**src/rtl/instr_encoder.sv**
```systemverilog
// Streaming instruction encoder: packs decoded instruction fields into 16-bit
// controller words and writes them to sequential instruction-memory addresses.
module instr_encoder #(
  parameter int ADDR_W = 8
) (
  input  logic               clk,
  input  logic               reset,
  input  logic               start,
  input  logic [ADDR_W-1:0]  base_addr,
  input  logic               in_valid,
  output logic               in_ready,
  input  logic               in_last,
  input  logic [4:0]         in_mnem,
  input  logic [3:0]         in_ra,
  input  logic [3:0]         in_rb,
  input  logic [3:0]         in_cond,
  input  logic signed [15:0] in_imm,
  output logic               out_valid,
  input  logic               out_ready,
  output logic [15:0]        out_word,
  output logic [ADDR_W-1:0]  out_addr,
  output logic               done,
  output logic               full,
  output logic               err,
  output logic [7:0]         err_count
);

  typedef enum logic [1:0] {S_IDLE, S_RUN, S_DRAIN, S_DONE} state_t;

  localparam logic [ADDR_W-1:0] LP_ADDR_ONE = 1;
  localparam logic [ADDR_W:0]   LP_CNT_ONE  = 1;
  localparam logic [ADDR_W:0]   LP_CAP_M1   = {1'b0, {ADDR_W{1'b1}}};

  state_t              r_state;
  logic                r_out_valid;
  logic [15:0]         r_out_word;
  logic [ADDR_W-1:0]   r_out_addr;
  logic                r_done;
  logic                r_full;
  logic                r_err;
  logic [7:0]          r_err_cnt;
  logic [ADDR_W:0]     r_hs_cnt;
  logic [ADDR_W:0]     r_iss_cnt;

  logic                w_hs;
  logic                w_room;
  logic                w_in_ready;
  logic                w_acc;
  logic                w_emit;
  logic [16:0]         w_enc;

  // ALU sub-op shared by R-type ext field and I-type opcode field
  function automatic logic [3:0] f_alu_code(input logic [4:0] mnem);
    case (mnem)
      5'd0, 5'd7:  f_alu_code = 4'b0001;
      5'd1, 5'd8:  f_alu_code = 4'b0010;
      5'd2, 5'd9:  f_alu_code = 4'b0011;
      5'd3, 5'd10: f_alu_code = 4'b0101;
      5'd4, 5'd11: f_alu_code = 4'b1001;
      5'd5, 5'd12: f_alu_code = 4'b1011;
      default:     f_alu_code = 4'b1101;
    endcase
  endfunction

  // Returns {legal, word}; legal=0 for illegal mnemonics or out-of-range immediates
  function automatic logic [16:0] f_encode(input logic [4:0] mnem, input logic [3:0] ra,
                                           input logic [3:0] rb, input logic [3:0] cond,
                                           input logic signed [15:0] imm);
    logic ok_s8, ok_u8, ok_s4;
    ok_s8 = (&imm[15:7]) | ~(|imm[15:7]);
    ok_u8 = ~(|imm[15:8]);
    ok_s4 = (&imm[15:3]) | ~(|imm[15:3]);
    case (mnem)
      5'd0, 5'd1, 5'd2, 5'd3, 5'd4, 5'd5, 5'd6:
        f_encode = {1'b1, 4'b0000, ra, f_alu_code(mnem), rb};
      5'd7, 5'd8, 5'd9, 5'd13:
        f_encode = {ok_u8, f_alu_code(mnem), ra, imm[7:0]};
      5'd10, 5'd11, 5'd12:
        f_encode = {ok_s8, f_alu_code(mnem), ra, imm[7:0]};
      5'd14:   f_encode = {ok_u8, 4'b1111, ra, imm[7:0]};
      5'd15:   f_encode = {1'b1, 4'b1000, ra, 4'b0100, rb};
      5'd16:   f_encode = {ok_s4, 4'b1000, ra, 3'b000, imm[15], imm[3:0]};
      5'd17:   f_encode = {1'b1, 4'b0100, ra, 4'b0000, rb};
      5'd18:   f_encode = {1'b1, 4'b0100, ra, 4'b0100, rb};
      5'd19:   f_encode = {1'b1, 4'b0100, ra, 4'b1000, rb};
      5'd20:   f_encode = {1'b1, 4'b0100, cond, 4'b1100, rb};
      5'd21:   f_encode = {ok_s8, 4'b1100, cond, imm[7:0]};
      default: f_encode = 17'd0;
    endcase
  endfunction

  function automatic logic [7:0] f_sat_inc(input logic [7:0] cnt);
    f_sat_inc = (cnt == 8'hFF) ? cnt : cnt + 8'd1;
  endfunction

  // Accepts stop once every address has a word issued, so a wrap never overwrites base
  assign w_hs       = r_out_valid & out_ready;
  assign w_room     = ~r_iss_cnt[ADDR_W];
  assign w_in_ready = (r_state == S_RUN) & (~r_out_valid | out_ready) & ~r_full & w_room;
  assign w_acc      = in_valid & w_in_ready;
  assign w_enc      = f_encode(in_mnem, in_ra, in_rb, in_cond, in_imm);
  assign w_emit     = w_acc & w_enc[16];

  always_ff @(posedge clk) begin
    if (!reset) begin
      r_state     <= S_IDLE;
      r_out_valid <= 1'b0;
      r_out_word  <= 16'd0;
      r_out_addr  <= '0;
      r_done      <= 1'b0;
      r_full      <= 1'b0;
      r_err       <= 1'b0;
      r_err_cnt   <= 8'd0;
      r_hs_cnt    <= '0;
      r_iss_cnt   <= '0;
    end else begin
      r_done <= 1'b0;
      // output register stage: load on emit, release on handshake
      if (w_emit) begin
        r_out_valid <= 1'b1;
        r_out_word  <= w_enc[15:0];
        r_iss_cnt   <= r_iss_cnt + LP_CNT_ONE;
      end else if (w_hs) begin
        r_out_valid <= 1'b0;
      end
      if (w_hs) begin
        r_out_addr <= r_out_addr + LP_ADDR_ONE;
        r_hs_cnt   <= r_hs_cnt + LP_CNT_ONE;
        if (r_hs_cnt == LP_CAP_M1) r_full <= 1'b1;
      end
      if (w_acc & ~w_enc[16]) begin
        r_err     <= 1'b1;
        r_err_cnt <= f_sat_inc(r_err_cnt);
      end
      case (r_state)
        S_IDLE: begin
          if (start) begin
            r_state    <= S_RUN;
            r_out_addr <= base_addr;
            r_err      <= 1'b0;
            r_err_cnt  <= 8'd0;
            r_full     <= 1'b0;
            r_hs_cnt   <= '0;
            r_iss_cnt  <= '0;
          end
        end
        S_RUN: begin
          if (r_full) begin
            r_state <= S_DONE;
            r_done  <= 1'b1;
          end else if (w_acc & in_last) begin
            r_state <= S_DRAIN;
          end
        end
        S_DRAIN: begin
          if (~r_out_valid | w_hs) begin
            r_state <= S_DONE;
            r_done  <= 1'b1;
          end
        end
        default: r_state <= S_IDLE;
      endcase
    end
  end

  assign in_ready  = w_in_ready;
  assign out_valid = r_out_valid;
  assign out_word  = r_out_word;
  assign out_addr  = r_out_addr;
  assign done      = r_done;
  assign full      = r_full;
  assign err       = r_err;
  assign err_count = r_err_cnt;

endmodule

```
**config.mk**
```make
export PLATFORM = sky130hd
export DESIGN_NAME = instr_encoder
export DESIGN_NICKNAME = d
export VERILOG_FILES = /design/src/rtl/instr_encoder.sv
export SDC_FILE = /design/constraint.sdc
export NUM_CORES = 1
export LEC_CHECK = 0
export CORE_MARGIN = 4
export CORE_UTILIZATION = 53
export DETAILED_ROUTE_END_ITERATION = 10
export PLACE_DENSITY = 0.83
export SLEW_MARGIN = 20
export SYNTH_ARGS = -nofsm -noshare
export SYNTH_HDL_FRONTEND = slang
export SYNTH_SLANG_ARGS = --single-unit
```
**constraint.sdc**
```tcl
create_clock -name clk -period 3.6 [get_ports clk]
set_input_delay 0.36 -clock clk [delete_from_list [all_inputs] [get_ports clk]]
set_output_delay 0.36 -clock clk [all_outputs]
set_load 0.02 [all_outputs]
```
[Word level (Yosys, flattened, before mapping)]
Memory sizes are Yosys's and may differ from the RTL's.
Index checks and enable logic that the tools add are counted.
Word-level totals
  bits in registers: 56
  latch bits: 0
  memory bits (writable): 0
  memory bits (read-only): 192
  input bits: 47
  output and inout bits: 37
  word-level logic and storage cells: 110
  memories: 3
Memories
  (name not given): depth 16, width 4, read ports 1, clocked after memory_dff 0, write ports 0, line 54  | case (mnem)
  (name not given): depth 16, width 4, read ports 1, clocked after memory_dff 0, write ports 0, line 54
  (name not given): depth 16, width 4, read ports 1, clocked after memory_dff 0, write ports 0, line 54
Cells by class
  add/sub/neg operators: 4
  multipliers: 0
  divide/modulo/power cells: 0
  magnitude comparators: 0
  eq/ne operators: 28
  shifts and indexed selects: 0
  mux-type cells: 34
  bitwise logic cells: 19
  reduce and logical (&&, ||, !) cells: 12
Operators by type and width (number)
  17-bit one-hot mux with 11 select lines: 1
  8-bit 2-to-1 mux: 7
  9-bit 2-to-1 mux: 6
  5-bit by 4-bit == test with 1-bit output (second input constant): 8
  5-bit == test (second input constant): 6
  5-bit by 3-bit == test with 1-bit output (second input constant): 4
  9-bit by 1-bit adder with 9-bit output (second input constant): 2
  8-bit by 1-bit adder with 8-bit output (second input constant): 2
  13-bit AND reduction: 1
  13-bit OR reduction: 1
  4-bit 2-to-1 mux: 3
  1-bit 2-to-1 mux: 11
  5-bit by 2-bit == test with 1-bit output (second input constant): 2
  9-bit by 8-bit == test with 1-bit output (second input constant): 1
  9-bit AND reduction: 1
  9-bit OR reduction: 1
  1-bit bitwise AND: 8
  8-bit == test (second input constant): 1
  2-bit 2-to-1 mux: 4
  8-bit OR reduction: 1
  1-bit NOT: 7
  7-bit OR reduction: 1
  2-bit one-hot mux with 3 select lines: 1
  5-bit by 1-bit == test with 1-bit output (second input constant): 1
  12 further kinds: 16

[Depth between registers and ports, before layout]
Gate-level depths: netlist (run 1).
  depth after elaboration: 10
  depth in mapped cells: 10
  gate-level depth less buffers: 8

[Least setup slack after synthesis (run 1)]
OpenSTA, ideal clock, no wires.
  path kind: in2reg
  start point: in in_mnem[0]
  end point: reg r_err_cnt[2] (netlist: err_count[2])
  library setup time: 0.116 ns
  data arrival time: 2.186 ns
  path slack: 1.298 ns
  stages on the path: 10
  path buffers: 2
  cell sequence: inv_1 > ha_1 > buf_2 > o21a_1 > o2111a_1 > a211oi_4 > and3_1 > buf_4 > a31oi_1 > a41o_1
Between the ends
  word-level cells in the longest chain between the ends: 8
RTL lines
  from (decl): line 13  | input logic [4:0] in_mnem,
  5-bit by 1-bit == test with 1-bit output, or another cell as far along: line 73  | case (mnem)
  7-bit OR reduction, or another cell as far along: line 73
  17-bit one-hot mux with 11 select lines *: line 73
  1-bit NOT *: line 131  | if (w_acc & ~w_enc[16]) begin
  1-bit bitwise AND *: line 131
  8-bit 2-to-1 mux *: line 131
  8-bit 2-to-1 mux: line 137  | if (start) begin
  8-bit 2-to-1 mux *: line 135  | case (r_state)
  to (signal assigned): line 133  | r_err_cnt <= f_sat_inc(r_err_cnt);
  to (decl): line 41  | logic [7:0] r_err_cnt;
Every way passes the cells marked *; elsewhere a longest branch is shown, timed or not.
A chain may end at the register's enable or synchronous reset.

[Worst setup path after layout (run 1)]
  start point: in in_mnem[0]
  end point: reg r_err_cnt[4] (netlist: err_count[4])
The elaborated chain is that of the path after synthesis.

==> impl_metrics.toml, run 1 <==
[timing]
tns_ns = 0
skew_ns = 0.00719
slew_viol_final = 0
rsz0062_at_grt = "false"
post-route-min-period_ns = 2.87
fin_crit_sh_pct = 79.8
worst_pin_slew_ns = 0.786
hold_viol_final = 0
fmaxAchievable_mhz = 348
setup_viol = 0
finalWorstSetupSlack_ns = 0.726
slew_headroom_pct = 46.3

[logic_synthesis]
syn_nets = 444
synth_cell_types = 60
yosys_warnings = 0
ys.flop_type = "dfxtp_1"
synth-edff-count = 0
synth.area.top_cells = "dfxtp_1 34%, nor2_1 6.9%, ha_1 5.4%"
ys_ff_latch = 56
yosysTopAreaCell = "dfxtp_1"
synthesis.area_um2 = 3270
yosysMostFrequentCell = "nor2_1"
yosysTopAreaCellShare_pct = 34.3
netlist_instances = 383
syn_avg_cell_area_um2 = 8.54
async_reset_ff_share_pct = 0
synth_seq_area_share_pct = 34.3
synth_common_cells = "60 x nor2_1, 56 x dfxtp_1, 33 x nand2_1"

[clocking]
cts_hold_buffers = 0
numCtsBuffers = 5
cts_tree = "yes"
htreeDepth = 2
cts.sinks = 56
clock_path_buffers = 2
post_cts_resized = 0
path_clk_slew_ns = 0.10
cts_setup_buffers = 0
cts-root-buf = "clkbuf_8"
clk_latency_ns = 0.31

[layout]
drive_gt1_share_pct = 9.33
fill_cells = 486
antennaDiodeCount = 0
synthToLayoutAreaGrowth_pct = 30.0
final_nets = 521

[pwr]
p_per_area_nw_per_um2 = 414
total_power_uw = 1760
power.leakage_uw = 0.00152
vdd_drop_max_v = 0.000346

[drt]
avgViaCountPerCell = 5.89
route.vias.total = 3159
first_pass_iters = 4
wirelength_um = 8480
drc = 0
drt-initial-drc-count = 185
postRouteAntennaNets = 0
routedWlPerCell_um = 15.8

[min_path]
min_path_cells = 1
hp-class = "reg -> reg"
min_from = "err"
holdPathEnd = "err"

[setup_path]
r2r_cells = 9
crit_type = "in -> reg"
crit_path_max_fanout = 11
r2r-start = "r_state[1]"
arrival_ns = 3.09
startpoint_type = "input port"
required_ns = 3.82
reg2reg_to = "out_word[1]"
end_kind = "flip-flop"
r2r_setup_slack_ns = 1.28

[placement]
io_buffers = 83
gp_congestion = 0.887
dp_slack_ns = 0.429
dp_hpwl_um = 6470

[floorplanning]
die_w_um = 86.6
start_util_pct = 54.9
io_pins = 84
rows = 28
coreArea_um2 = 5960
die_y_um = 86.6
fp.dieArea_um2 = 7490

[grt]
antenna_found_initial = 0
grt_pass1_vias = 2930
grt_overflow = 0
grt_usage_pct = 22.5
grt_max_degree = 34
grt_pass1_wl_um = 13800

[run]
maxCapViolations = 0

[outcome]
status = "finished clean"
[flip-flops by register name, summed over array words and instances, names as in the netlist, 2 cells and up]
name,count
err_count,8
r_state,2
r_hs_cnt,9
out_addr,8
r_iss_cnt,9
out_word,16
[final cells by class]
type | count | area (µm²) | share of cell area (%)
multi-input cells | 294 | 1990 | 46.8
repair buffers | 87 | 873 | 20.5
flip-flops and latches | 56 | 1120 | 26.4
inverters | 16 | 60.1 | 1.41
clock buffers | 5 | 68.8 | 1.62
clock inverters | 3 | 46.3 | 1.09
well taps | 75 | 93.8 | 2.21
[logic make-up (layout without fill, tap and decap cells)]
logic type	after synthesis	in the layout	synth area share, %
adder cells (fa/ha/maj)	14	14	5.35
AO/OA/AOI/OAI	107	107	26.8
XOR/XNOR	13	13	3.48
multiplexers	8	8	2.49
buffers and inverters	33	111	4.89
AND/OR/NAND/NOR	152	152	22.8
flip-flops	56	56	34.3
[cell usage in the layout, fill, tap and decap left out, drive strengths merged, types with 8 or more instances in the layout]
master         count
nor2              60
a22oi             10
dfxtp             56
clkdlybuf4s50     83
a21oi             20
o21ai              9
nand4             10
a31oi              8
inv               17
ha                14
nand2             33
nand3              8
a211oi            29
[through the flow]
step / hold slack, ns / instances / util [%] / area [µm²]
after floorplan: 0.443 / 383 / - / 3270
after global placement: 0.450 / 528 / 69.5 / 4140
after detailed placement: 0.463 / 528 / 69.5 / 4140
after CTS: 0.487 / 536 / 71.4 / 4250
after global routing: 0.518 / 536 / 71.4 / 4250
final: 0.481 / 536 / 71.4 / 4250
[how the worst max path moves through the flow]
stage / start / end / slack (ns) / cells past startpoint
after floorplan: in_mnem[0] / err_count[2] / 1.30 / 10
after global placement: in_mnem[0] / err_count[4] / 0.49 / 9
after detailed placement: in_mnem[0] / err_count[4] / 0.43 / 9
after CTS: in_mnem[0] / err_count[4] / 0.75 / 9
after global routing: in_mnem[0] / err_count[4] / 0.62 / 9
final: in_mnem[0] / err_count[4] / 0.73 / 9
[routing by layer]
metal / track usage, % / wire [µm] / vias up
li1: - / - / 1553
met1: 28.7 / 3530 / 1459
met2: 39.6 / 4220 / 131
met3: 3.80 / 588 / 16
met4: 5.24 / 140 / 0
met5: 0 / 0 / -
[report_power, final]
part           internal (µW)  switching (µW)
Sequential               678            49.4
Combinational            270             343
Clock                    210             210
Total                   1160             602
[worst max-delay path, stage by stage]
cell and delay (ns):
clkdlybuf4s50_1 0.60, inv_1 0.10, ha_1 0.31, o21a_1 0.21
o2111a_1 0.26, a211oi_4 0.41, and3_1 0.48, a31oi_1 0.15
a41o_1 0.22
No activity file was read; power rests on OpenSTA's default activity.
==> inputs of run 2 (changes only) <==
--- a/config.mk
+++ b/config.mk
@@ -6,9 +6,9 @@
 export NUM_CORES = 1
 export LEC_CHECK = 0
 export CORE_MARGIN = 4
-export CORE_UTILIZATION = 53
+export CORE_UTILIZATION = 49
 export DETAILED_ROUTE_END_ITERATION = 10
-export PLACE_DENSITY = 0.83
+export PLACE_DENSITY = 0.77
 export SLEW_MARGIN = 20
 export SYNTH_ARGS = -nofsm -noshare
 export SYNTH_HDL_FRONTEND = slang
==> constraint.sdc (replaced) <==
create_clock -name clk -period 2.9 [get_ports clk]
set_input_delay 0.29 -clock clk [delete_from_list [all_inputs] [get_ports clk]]
set_output_delay 0.29 -clock clk [all_outputs]
set_load 0.02 [all_outputs]
==> run 2 against run 1 <==
Clock-buffer cell count rose by 1. Largest cell class unchanged. Non-clock buffer count rose by 22. Sequential cell count did not move. Global-route usage fell by 1.2 points. Highest routed layer unchanged. Sequential power rose by 24%. Sequential share of layout area fell by 0.83 points. Critical endpoint is now r_iss_cnt[6]. Largest power group unchanged. Core utilization fell by 3.0 points.
==> impl_metrics.toml, run 2 (synthesized netlist as in run 1, its figures left out) <==
[layout]
antennaDiodeCount = 0
drive_gt1_share_pct = 13.3
multiInputGateArea_um2 = 1990
final_cell_mix = "83 x clkdlybuf4s50_1, 60 x nor2_1, 56 x dfxtp_1, 33 x nand2_1, 25 x buf_4"
final_nets = 543
layout_commonest_cell = "clkdlybuf4s50_1"
fin_area_um2 = 4390
synthToLayoutAreaGrowth_pct = 34.3
fill_cells = 541
largest_reg_flops = 16
fin_util_pct = 68.4
seq_area_um2 = 1120

[drt]
wirelength_um = 8680
route.vias.total = 3187
drc = 0
routedWlPerCell_um = 15.5
first_pass_iters = 4
postRouteAntennaNets = 0
avgViaCountPerCell = 5.69
drt-initial-drc-count = 198

[clocking]
cts.sinks = 56
path_clk_slew_ns = 0.10
cts_tree = "yes"
numCtsBuffers = 5
htreeDepth = 2
cts-root-buf = "clkbuf_8"
cts_hold_buffers = 0
clock_path_buffers = 2
cts_setup_buffers = 0
clk_latency_ns = 0.31
post_cts_resized = 0

[grt]
grt_usage_pct = 21.3
grt_max_degree = 34
use_met3_pct = 4.01
top_usage_layer = "met2"
grt_pass1_vias = 3032
met1_usage_pct = 28.7
grt_overflow = 0
antenna_found_initial = 0
grt_util_met2_pct = 35.2
grt_pass1_wl_um = 14500

[setup_path]
cp_top_family = "simple AND/OR/NAND/NOR gates"
path_cells = "clkdlybuf4s50_1 > inv_1 > ha_1 > and4bb_1 > nand2_1 > a311o_2 > and3_1 > nor4_2 > mux2i_1"
crit_path_max_fanout = 11
end_kind = "flip-flop"
startpoint_type = "input port"
arrival_ns = 2.96
max_stage_delay_ns = 0.49
worstPathBufferInverterCount = 2
cpMaxStageDelayCell = "clkdlybuf4s50_1"
crit_type = "in -> reg"
required_ns = 3.14

[pwr]
vdd_drop_max_v = 0.000497
p_per_area_nw_per_um2 = 485
power.leakage_uw = 0.00162

[placement]
io_buffers = 83
gp_congestion = 0.916
dp_slack_ns = -0.102
dp_hpwl_um = 6670
place_area_um2 = 4310

[timing]
rsz0062_at_grt = "false"
hold_viol_final = 0
post-route-min-period_ns = 2.72
tns_ns = 0
fin_crit_sh_pct = 93.7
slew_headroom_pct = 48.3
finalWorstSetupSlack_ns = 0.182
skew_ns = 0.0123
fmaxAchievable_mhz = 368
whs_ns = 0.481
setup_viol = 0
worst_pin_slew_ns = 0.773
slew_viol_final = 0

[run]
maxCapViolations = 0

[min_path]
hp-class = "reg -> reg"

[outcome]
status = "finished clean"

[floorplanning]
start_util_pct = 50.9
io_pins = 84
die_y_um = 89.7
die_w_um = 89.7
coreArea_um2 = 6420
fp.dieArea_um2 = 8050
rows = 29
-- run 2: cell types whose count changed in the layout (fill, tap and decap cells not counted), sizes merged --
cell      previous run  this run
clkbuf               5         6
bufinv               1         0
buf                  4        26
clkinvlp             1         0
clkinv               0         1
-- run 2: metrics by stage --
step | power, µW | cells
3_5_place_dp | 1720 | 552
3_3_place_gp | 1700 | 552
6_report | 2130 | 560
5_1_grt | 2270 | 560
2_1_floorplan | 1390 | 383
4_1_cts | 2150 | 560
-- run 2: layout make-up --
| class | count | share of cell area, % |
|---|---|---|
| inverter | 16 | 1.37 |
| multi-input combinational | 294 | 45.3 |
| tap | 77 | 2.19 |
| clock inverter | 2 | 0.313 |
| clock buffer | 6 | 1.65 |
| timing repair buffer | 109 | 23.6 |
| sequential | 56 | 25.5 |
-- run 2: metal layers --
metal	vias to the layer above	part of all wire, %
met5	-	0
met4	0	1.1
met3	10	4.9
met2	101	48
met1	1472	46
li1	1604	-
-- run 2: worst paths after layout --
kind	startpoint	to	slack, ns	cells past startpoint
worst max-delay path	in_mnem[1]	r_iss_cnt[6]	0.18	9
worst min-delay path	err	err	0.48	1
worst max register to register	r_state[1]	err_count[5]	0.67	8
worst min register to register	err	err	0.48	1
-- run 2: power by group --
| part | switching (µW) | internal, µW | total [µW] |
|---|---|---|---|
| sequential | 63.8 | 842 | 906 |
| combinational | 435 | 366 | 801 |
| clock | 252 | 173 | 425 |
| total | 750 | 1380 | 2130 |
-- run 2: worst reg2reg max path, delay by kind of cell, from the launching register on --
family | cells | cell delay, ns
compound gates | 3 | 0.84
fa+ha+maj | 1 | 0.17
buf+inv | 1 | 0.09
flops | 1 | 0.35
simple gates | 3 | 0.70
==> inputs of run 3 (changes only) <==
--- a/config.mk
+++ b/config.mk
@@ -9,6 +9,7 @@
 export CORE_UTILIZATION = 49
 export DETAILED_ROUTE_END_ITERATION = 10
 export PLACE_DENSITY = 0.77
+export SKIP_LAST_GASP = 1
 export SLEW_MARGIN = 20
 export SYNTH_ARGS = -nofsm -noshare
 export SYNTH_HDL_FRONTEND = slang
==> results of run 3 <==
Final layout, timing and power as in run 2 (identical DEF).
